--- src/rtl/fetch_queue.sv ---
// rtl/fetch_queue.sv - instruction fetch front end with DEPTH-entry prefetch queue
// Optional FETCH_BYPASS_EN: zero-latency bypass of an empty queue straight to decode.
module fetch_queue #(
  parameter int                DEPTH    = 4,
  parameter int                ADDR_W   = 64,
  parameter int                INSTR_W  = 32,
  parameter logic [ADDR_W-1:0] RESET_PC = 64'h8000_0000
) (
  input  logic               clk,
  input  logic               reset,
  output logic               ireq_valid,
  output logic [ADDR_W-1:0]  ireq_addr,
  input  logic               iresp_data_ok,
  input  logic [INSTR_W-1:0] iresp_data,
  input  logic               redirect,
  input  logic [ADDR_W-1:0]  redirect_pc,
  output logic               out_valid,
  input  logic               out_ready,
  output logic [ADDR_W-1:0]  out_pc,
  output logic [INSTR_W-1:0] out_instr,
  output logic [$clog2(DEPTH+1)-1:0] occupancy
);

  localparam int PW = $clog2(DEPTH);
  localparam int CW = $clog2(DEPTH+1);
  localparam logic [CW:0]   DEPTH_X = (CW+1)'(DEPTH);
  localparam logic [CW-1:0] DEPTH_C = CW'(DEPTH);

  localparam logic [1:0] IDLE    = 2'd0;
  localparam logic [1:0] BUSY    = 2'd1;
  localparam logic [1:0] DISCARD = 2'd2;

  logic [1:0]         state;
  logic [ADDR_W-1:0]  req_addr;
  logic [ADDR_W-1:0]  pending_pc;
  logic [ADDR_W-1:0]  pc_mem    [DEPTH];
  logic [INSTR_W-1:0] instr_mem [DEPTH];
  logic [PW-1:0]      head;
  logic [PW-1:0]      tail;
  logic [CW-1:0]      count;

  logic              fifo_valid;
  logic              bypass;
  logic              push;
  logic              pop;
  logic [CW:0]       cnt_after;
  logic [ADDR_W-1:0] redirect_aligned;

  assign redirect_aligned = redirect_pc & ~ADDR_W'(3);
  assign fifo_valid       = (count != '0);
  assign pop              = fifo_valid & out_ready;

`ifdef FETCH_BYPASS_EN
  assign bypass    = !fifo_valid && (state == BUSY) && iresp_data_ok && !redirect && out_ready;
  assign out_valid = fifo_valid | bypass;
  assign out_pc    = fifo_valid ? pc_mem[head]    : (bypass ? req_addr   : '0);
  assign out_instr = fifo_valid ? instr_mem[head] : (bypass ? iresp_data : '0);
`else
  assign bypass    = 1'b0;
  assign out_valid = fifo_valid;
  assign out_pc    = fifo_valid ? pc_mem[head]    : '0;
  assign out_instr = fifo_valid ? instr_mem[head] : '0;
`endif

  // A bypassed response goes straight to decode and never occupies a slot.
  assign push      = (state == BUSY) && iresp_data_ok && !redirect && !bypass;
  assign cnt_after = {1'b0, count} + {{CW{1'b0}}, push} - {{CW{1'b0}}, pop};

  assign ireq_valid = (state != IDLE);
  assign ireq_addr  = req_addr;
  assign occupancy  = count;

  always_ff @(posedge clk or negedge reset) begin
    if (!reset) begin
      head  <= '0;
      tail  <= '0;
      count <= '0;
    end else if (redirect) begin
      head  <= '0;
      tail  <= '0;
      count <= '0;
    end else begin
      if (push) tail <= tail + 1'b1;
      if (pop)  head <= head + 1'b1;
      count <= cnt_after[CW-1:0];
    end
  end

  always_ff @(posedge clk) begin
    if (push) begin
      pc_mem[tail]    <= req_addr;
      instr_mem[tail] <= iresp_data;
    end
  end

  always_ff @(posedge clk or negedge reset) begin
    if (!reset) begin
      state      <= IDLE;
      req_addr   <= RESET_PC;
      pending_pc <= '0;
    end else begin
      case (state)
        IDLE: begin
          if (redirect) begin
            req_addr <= redirect_aligned;
            state    <= BUSY;
          end else if (count < DEPTH_C) begin
            state <= BUSY;
          end
        end
        BUSY: begin
          if (iresp_data_ok) begin
            if (redirect) begin
              req_addr <= redirect_aligned;
            end else begin
              req_addr <= req_addr + ADDR_W'(4);
              if (cnt_after >= DEPTH_X) state <= IDLE;
            end
          end else if (redirect) begin
            // The bus request cannot be withdrawn; wait for it and drop its data.
            pending_pc <= redirect_aligned;
            state      <= DISCARD;
          end
        end
        DISCARD: begin
          if (iresp_data_ok) begin
            req_addr <= redirect ? redirect_aligned : pending_pc;
            state    <= BUSY;
          end else if (redirect) begin
            pending_pc <= redirect_aligned;
          end
        end
        default: state <= IDLE;
      endcase
    end
  end

endmodule

--- config.mk ---
export PLATFORM = sky130hd
export DESIGN_NAME = fetch_queue
export DESIGN_NICKNAME = d
export VERILOG_FILES = /design/src/rtl/fetch_queue.sv
export SDC_FILE = /design/constraint.sdc
export NUM_CORES = 1
export LEC_CHECK = 0
export CAP_MARGIN = 5
export CORE_MARGIN = 8
export CORE_UTILIZATION = 35
export CTS_CLUSTER_DIAMETER = 60
export DETAILED_ROUTE_END_ITERATION = 8
export PLACE_DENSITY = 0.6
export REMOVE_ABC_BUFFERS = 1
export SYNTH_ARGS = -nofsm -noshare
export SYNTH_HDL_FRONTEND = slang
export SYNTH_SLANG_ARGS = --single-unit
--- constraint.sdc ---
create_clock -name clk -period 10.92 [get_ports clk]
set_clock_uncertainty 0.2 [all_clocks]
set_input_delay 2.184 -clock clk [delete_from_list [all_inputs] [get_ports clk]]
set_output_delay 2.184 -clock clk [all_outputs]
set_load 0.02 [all_outputs]
==> reports/results.ini, run 1 <==
[sta]
setup_tns_ps = 0
finalSetupViolCount = 0
maxSlewHeadroom_pct = 20.1
fmax_mhz = 165
post-route-period-util_pct = 55.4
rsz0062_at_grt = false
timing.final.ws_setup_ps = 4870
worst-slew-pin-transition_ps = 1200
hold_violations = 0
hold_ws_ps = 287
post-route-min-period_ps = 6050
slew_viol_final = 0

[pwr]
leakage_nw = 9.69
power.density_nw_per_um2 = 279
switching_share_pct = 35.5
power_w = 0.00797
combPwrFrac_pct = 36.4
power_frac_clock_pct = 25.1
power_frac_seq_pct = 38.5
internal-power_w = 0.00514
power_switching_w = 0.00283
ir_drop_mv = 0.117

[floorplanning]
die-area_um2 = 74400
initial_utilization_pct = 35.2
io_pins = 266
die_w_um = 273
fp.dieH_um = 273
core-area_um2 = 65500
rows = 94

[clock_tree]
ctsHoldBuffers = 0
cts_inserted_buffers = 55
clock_latency_ps = 600
path_clk_slew_ps = 60
cts_setup_buffers = 0
h-tree-depth = 2
root_buffer = clkbuf_16
cts_tree = yes
cts.path.max_buffers = 3
cts.sinks = 521
cts_resized = 0

[finish]
area_delta_synth_final_pct = 23.8
final_cells = 2691
n_fill_cell = 5841
final_nets = 1890
layout-drive-gt1-share_pct = 16.5

[critical_path]
cp_max_fo = 37
critPathKind = reg -> out
crit_path_end_kind = output port
reg2reg_depth = 5
start_kind = flip-flop
arrival_ps = 3670
cp.required_ps = 8540

[synth]
synth-warning-count = 0
postSynthCellCount = 1537
ys_seq_area_share_pct = 64.9
synth_ff_type = edfxtp_1
avgSynthCellArea_um2 = 15.0
synth-edff-count = 384
synth_cell_types = 76
syn-cell-area_um2 = 23100
async_flop_share_pct = 26.3
ys_seq_elements = 521

[min_path]
hold_path.class = reg -> reg
holdPathStages = 2

[placement]
portBuffers = 263
place_inst = 2581
dp_slack_ps = 5210
gp_congestion = 0.853
hpwl_um = 41200

[grt]
grt_pass1_wl_um = 97200
antenna_found_initial = 13
grtUsageTotal_pct = 17.1
grt_pass1_vias = 15200
grt_overflow = 0
grt_start_max_net_pins = 72

[routing]
drc = 0
num_vias = 14700
drt-initial-drc-count = 1037
ant_nets = 0
wl_per_cell_um = 24.2
vias_per_cell = 5.48
wirelength_um = 65200
dr.pass1.iters = 5

[flow_run]
cap_violations = 0

[run_status]
status = completed

==> area by class of cell <==
class / count / area, um2 / share of cell area [%]
Clock buffer: 61 / 1460 / 5.12
Sequential cell: 521 / 15000 / 52.4
Multi-Input combinational cell: 886 / 7640 / 26.8
Tap cell: 864 / 1080 / 3.79
Antenna cell: 8 / 20.0 / 0.0701
Inverter: 28 / 105 / 0.368
Clock inverter: 41 / 495 / 1.74
Timing Repair Buffer: 282 / 2770 / 9.71
==> routing by layer <==
layer  vias up  global-route usage [%]  share of wire (%)
met5         -                       0               0.12
met4        14                    4.61                2.2
met3       114                    4.09                6.9
met2       432                    28.1                 48
met1      7605                    22.5                 43
li1       6573                       -                  -
==> worst paths after layout <==
check	startpoint	to	slack [ps]
min reg2reg	pending_pc[35]	pending_pc[35]	290
max reg2reg	state[1]	instr_mem[2][23]	6580
max in group asynchronous	reset	ireq_addr[16]	7660
min	pending_pc[35]	pending_pc[35]	290
min in group asynchronous	reset	pending_pc[39]	1400
max	head[0]	out_pc[30]	4870
==> critical path, stage by stage, from the launching register on <==
cell	delay, ps
dfrtp_4	960
buf_4	690
mux4_2	590
and2_1	220
clkdlybuf4s50_1	560
==> power by group through the flow <==
stage / clock network, W / logic, W / registers, W
floorplan: 0 / 0.00160 / 0.00309
global placement: 0 / 0.00292 / 0.00308
detailed placement: 0 / 0.00294 / 0.00311
CTS: 0.00206 / 0.00295 / 0.00307
global route: 0.00212 / 0.00312 / 0.00313
finish: 0.00200 / 0.00290 / 0.00307
==> cells in the mapped netlist, drive strengths merged (33+ instances only) <==
library cell	number	area share, %
a22oi	33	1.1
and2	103	2.8
clkbuf	76	1.2
dfrtp	136	15
edfxtp	384	50
mux2	61	3.0
mux4	96	9.4
nand2	79	1.3
nand3	42	0.91
nor2	41	0.67
nor4	35	1.1
o21ai	67	1.5
==> layout by cell type, fill, tap and decap left out, types with 12 or more instances in the layout <==
cell type / synthesis / final
nand4_1: 21 / 21
clkbuf_16: 0 / 57
nor2_1: 41 / 41
mux2_2: 61 / 61
clkinv_2: 0 / 12
ha_1: 14 / 14
a22oi_1: 33 / 33
inv_1: 28 / 28
and3_1: 19 / 15
and4_1: 13 / 13
edfxtp_1: 384 / 384
nor4_1: 33 / 32
nor3_1: 23 / 21
nand2_1: 79 / 79
buf_4: 2 / 19
a21oi_1: 27 / 27
o21ai_0: 67 / 67
a22o_1: 32 / 32
a221oi_1: 14 / 14
clkdlybuf4s50_1: 0 / 261
mux4_2: 96 / 96
and2_1: 103 / 103
nand3_1: 42 / 41
dfrtp_1: 136 / 134
==> per-stage QoR <==
step | cell area [um2] | util, %
2_1_floorplan | 22700 | -
3_3_place_gp | 26600 | 40.6
3_5_place_dp | 26600 | 40.6
4_1_cts | 28500 | 43.5
5_1_grt | 28500 | 43.5
6_report | 28500 | 43.6
==> sequential cells by signal, indices dropped and copies added, names as in the netlist <==
name / flops
pc_mem: 256
instr_mem: 128
ireq_addr: 64
pending_pc: 64
occupancy: 3
head: 2
state: 2
tail: 2
==> kinds of logic (layout without fill, tap and decap cells) <==
group / Yosys count / in the layout / synth area share [%]
xor+xnor: 13 / 13 / 0.494
mux: 161 / 161 / 12.5
buf+inv: 130 / 412 / 2.19
compound gates: 268 / 268 / 8.35
other cells: 0 / 8 / 0
simple gates: 429 / 429 / 10.7
flops: 521 / 521 / 64.9
fa+ha+maj: 15 / 15 / 0.847
Power figures use the tool's default switching activity.
==> inputs of run 2 (changes only) <==
==> constraint.sdc (replaced) <==
create_clock -name clk -period 6.2 [get_ports clk]
set_clock_uncertainty 0.2 [all_clocks]
set_input_delay 1.24 -clock clk [delete_from_list [all_inputs] [get_ports clk]]
set_output_delay 1.24 -clock clk [all_outputs]
set_load 0.02 [all_outputs]
==> reports/results.ini, run 2 (synthesis gave the netlist of run 1 again) <==
[grt]
grtUsageTotal_pct = 17.3
grt_pass1_vias = 15100
grt_start_max_net_pins = 101
grt_pass1_wl_um = 98800
antenna_found_initial = 15
grt_overflow = 0

[routing]
dr.pass1.iters = 5
vias_per_cell = 5.48
wirelength_um = 65700
wl_per_cell_um = 24.3
drt-initial-drc-count = 1209
num_vias = 14800
ant_nets = 0
drc = 0

[sta]
slew_viol_final = 0
worst-slew-pin-transition_ps = 1140
post-route-min-period_ps = 4670
setup_tns_ps = 0
fmax_mhz = 214
finalSetupViolCount = 0
rsz0062_at_grt = false
hold_violations = 0
timing.final.ws_setup_ps = 1530
maxSlewHeadroom_pct = 23.3
post-route-period-util_pct = 75.3

[critical_path]
path_buf_inv = 2
slowest_delay_ps = 1160
crit_slowest_cell = dfrtp_4
reg2reg_to = instr_mem[2][19]
worstPathCellList = buf_12, mux4_2, and2_1, clkdlybuf4s50_1
cp.required_ps = 4760
crit_path_end_kind = output port
cp_max_fo = 63
timing.rr.start = state[1]
critPathTopFamily = flip-flops
startpoint = head[1]
reg2reg_depth = 5
critPathKind = reg -> out
arrival_ps = 3230
start_kind = flip-flop
r2r_slack_ps = 2350

[placement]
portBuffers = 263
dp_slack_ps = 1630
gp_congestion = 0.829
hpwl_um = 41700
placed_area_um2 = 26700
place_inst = 2591

[floorplanning]
die_w_um = 273
core-area_um2 = 65500
io_pins = 266
die-area_um2 = 74400
rows = 94
initial_utilization_pct = 35.2
fp.dieH_um = 273

[clock_tree]
h-tree-depth = 2
clock_latency_ps = 600
cts_tree = yes
cts.sinks = 521
ctsHoldBuffers = 0
cts_setup_buffers = 0
cts.path.max_buffers = 3
path_clk_slew_ps = 60
root_buffer = clkbuf_16
cts_inserted_buffers = 54
cts_resized = 0

[finish]
largest-register = pc_mem
final_nets = 1899
final_cells = 2700
layout.cells.most_common = edfxtp_1
mostFrequentLayoutCells = 384 x edfxtp_1, 261 x clkdlybuf4s50_1, 134 x dfrtp_1
layout-drive-gt1-share_pct = 16.5
largest_reg_flops = 256
n_fill_cell = 5818
area_delta_synth_final_pct = 23.7
top_regs = pc_mem x256, instr_mem x128
design_area_um2 = 28500

[min_path]
holdPathStages = 1
min_to = pending_pc[0]
hold_path.class = reg -> reg
min_from = pending_pc[0]

[run_status]
status = completed

[pwr]
leakage_nw = 9.69
power.density_nw_per_um2 = 487
ir_drop_mv = 0.278

[flow_run]
cap_violations = 0

-- run 2: cell count changes in the layout (fill, tap and decap cells not counted), moves of 2 or more --
cell        delta
buf_4          +6
clkinv_1       +2
inv_6          +3
buf_12         +4
clkbuf_1       +7
clkinvlp_4     -4
bufinv_16      -4
-- run 2: area by class of cell --
class	count	area [um2]	area share (%)
tap	864	1080	3.79
sequential	521	15000	52.5
clock buffer	66	1450	5.08
inverter	28	105	0.369
clock inverter	35	358	1.25
multi-input combinational	886	7640	26.8
timing repair buffer	292	2900	10.2
antenna	8	20.0	0.0702
-- run 2: layer usage --
layer  global-route usage (%)  part of all wire (%)  vias to the layer above
met3                     4.43                   7.0                       94
met4                     3.92                   1.8                       14
li1                         -                     -                     6597
met2                     28.0                    48                      425
met5                        0                  0.14                        -
met1                     23.4                    43                     7663
-- run 2: stage by stage --
step	util [%]	total power [W]	hold WS, ps
final	43.5	0.0139	295
after global routing	43.5	0.0146	308
after CTS	43.5	0.0141	294
after floorplan	-	0.00826	251
after global placement	40.7	0.0106	272
after detailed placement	40.7	0.0107	276
-- run 2: worst max path at each step --
stage	to	slack (ps)	cells after the start
4_1_cts	out_pc[22]	1420	4
3_5_place_dp	ireq_addr[10]	1630	7
5_1_grt	out_pc[22]	1350	4
6_report	out_pc[22]	1530	4
3_3_place_gp	ireq_addr[10]	1720	7
2_1_floorplan	out_instr[0]	90	2
-- run 2: power by group --
group          internal [W]  total (W)  switching (W)  leakage (nW)
Clock               0.00195    0.00332        0.00137         0.889
Combinational       0.00241    0.00516        0.00275          3.64
Sequential          0.00454    0.00542       0.000880          5.16
==> inputs of run 3 (changes only) <==
==> constraint.sdc (replaced) <==
create_clock -name clk -period 4.83 [get_ports clk]
set_clock_uncertainty 0.2 [all_clocks]
set_input_delay 0.966 -clock clk [delete_from_list [all_inputs] [get_ports clk]]
set_output_delay 0.966 -clock clk [all_outputs]
set_load 0.02 [all_outputs]
==> reports/results.ini, run 3 (synthesis gave the netlist of run 1 again) <==
[sta]
hold_violations = 0
worst-slew-pin-transition_ps = 1080
slew_viol_final = 0
maxSlewHeadroom_pct = 27.4
post-route-period-util_pct = 86.6
finalSetupViolCount = 0
rsz0062_at_grt = false
fmax_mhz = 239
post-route-min-period_ps = 4180

[routing]
dr.pass1.iters = 5
wl_per_cell_um = 24.0
drc = 0
wirelength_um = 65100
num_vias = 14800
drt-initial-drc-count = 1142
ant_nets = 0
vias_per_cell = 5.46

[placement]
gp_congestion = 0.872
portBuffers = 263
hpwl_um = 42000

[pwr]
power.density_nw_per_um2 = 620
ir_drop_mv = 0.397
leakage_nw = 9.74
power_w = 0.0178

[flow_run]
cap_violations = 0

[critical_path]
crit_path_end_kind = output port
slowest_delay_ps = 710
timing.rr.start = state[0]
reg2reg_depth = 9
cp.required_ps = 3660
worstPathCellList = or3_4, buf_4, and2_1, clkdlybuf4s50_1
arrival_ps = 3020
reg2reg_to = ireq_addr[60]
startpoint = occupancy[2]
crit_slowest_cell = or3_4
critPathKind = reg -> out
r2r_slack_ps = 1440
start_kind = flip-flop
cp_max_fo = 64

[finish]
final_util_pct = 43.8
largest_reg_flops = 256
mostFrequentLayoutCells = 384 x edfxtp_1, 261 x clkdlybuf4s50_1, 134 x dfrtp_1
layout.cells.most_common = edfxtp_1
final_nets = 1913
largest-register = pc_mem
layout-drive-gt1-share_pct = 17.0
area_delta_synth_final_pct = 24.4
top_regs = pc_mem x256, instr_mem x128

[floorplanning]
core-area_um2 = 65500
die_w_um = 273
die-area_um2 = 74400
rows = 94
fp.dieH_um = 273
io_pins = 266
initial_utilization_pct = 35.2

[grt]
grt_pass1_wl_um = 98600
grtUsageTotal_pct = 17.2
grt_pass1_vias = 15400
grt_overflow = 0
antenna_found_initial = 14
grt_start_max_net_pins = 100

[min_path]
hold_path.class = in -> async

[clock_tree]
clock_latency_ps = 600
cts.path.max_buffers = 3
ctsHoldBuffers = 0
root_buffer = clkbuf_16
cts_resized = 0
h-tree-depth = 2
cts_tree = yes
path_clk_slew_ps = 60
cts_inserted_buffers = 55
cts.sinks = 521
cts_setup_buffers = 0

[run_status]
status = completed

run 3: report_power, final:
group | leakage (nW) | switching [W] | total [W] | internal [W]
Clock | 0.853 | 0.00176 | 0.00414 | 0.00238
Combinational | 3.73 | 0.00365 | 0.00681 | 0.00317
Sequential | 5.16 | 0.000994 | 0.00682 | 0.00582
run 3: worst max path at each step:
stage	cells past startpoint	to	slack (ps)
finish	4	out_pc[51]	650
global route	4	out_instr[23]	430
CTS	4	out_pc[57]	540
detailed placement	9	ireq_addr[12]	1220
global placement	9	ireq_addr[12]	1250
floorplan	2	out_instr[0]	-1000
run 3: metrics by stage:
stage	hold WS, ps	instances	worst slack, ps	area, um2	TNS (ps)
floorplan	251	1435	-1000	22700	-96480
CTS	295	2706	545	28700	0
global placement	269	2604	1250	26900	0
detailed placement	280	2604	1220	26900	0
global route	316	2707	433	28700	0
finish	251	2715	646	28700	0
run 3: layout make-up:
type                       instances  area, um2
fill                            5803      36800
clock buffer                      73       1530
clock inverter                    29        241
tap                              864       1080
multi-input combinational        886       7640
inverter                          28        105
antenna                            9       22.5
timing repair buffer             305       3090
sequential                       521      15000
run 3: per-layer routing:
metal,GRT usage [%],vias up,share of wire [%]
met5,0,-,0.12
li1,-,6649,-
met3,4.38,111,6.9
met2,28.2,413,48
met1,22.4,7643,42
met4,4.95,12,2.4
run 3: worst max-delay path: cells and delay by family, from the launching register on:
| kind | cells | cell delay (ps) |
|---|---|---|
| flip-flops | 1 | 420 |
| AND/OR/NAND/NOR | 2 | 900 |
| buffers and inverters | 2 | 1040 |
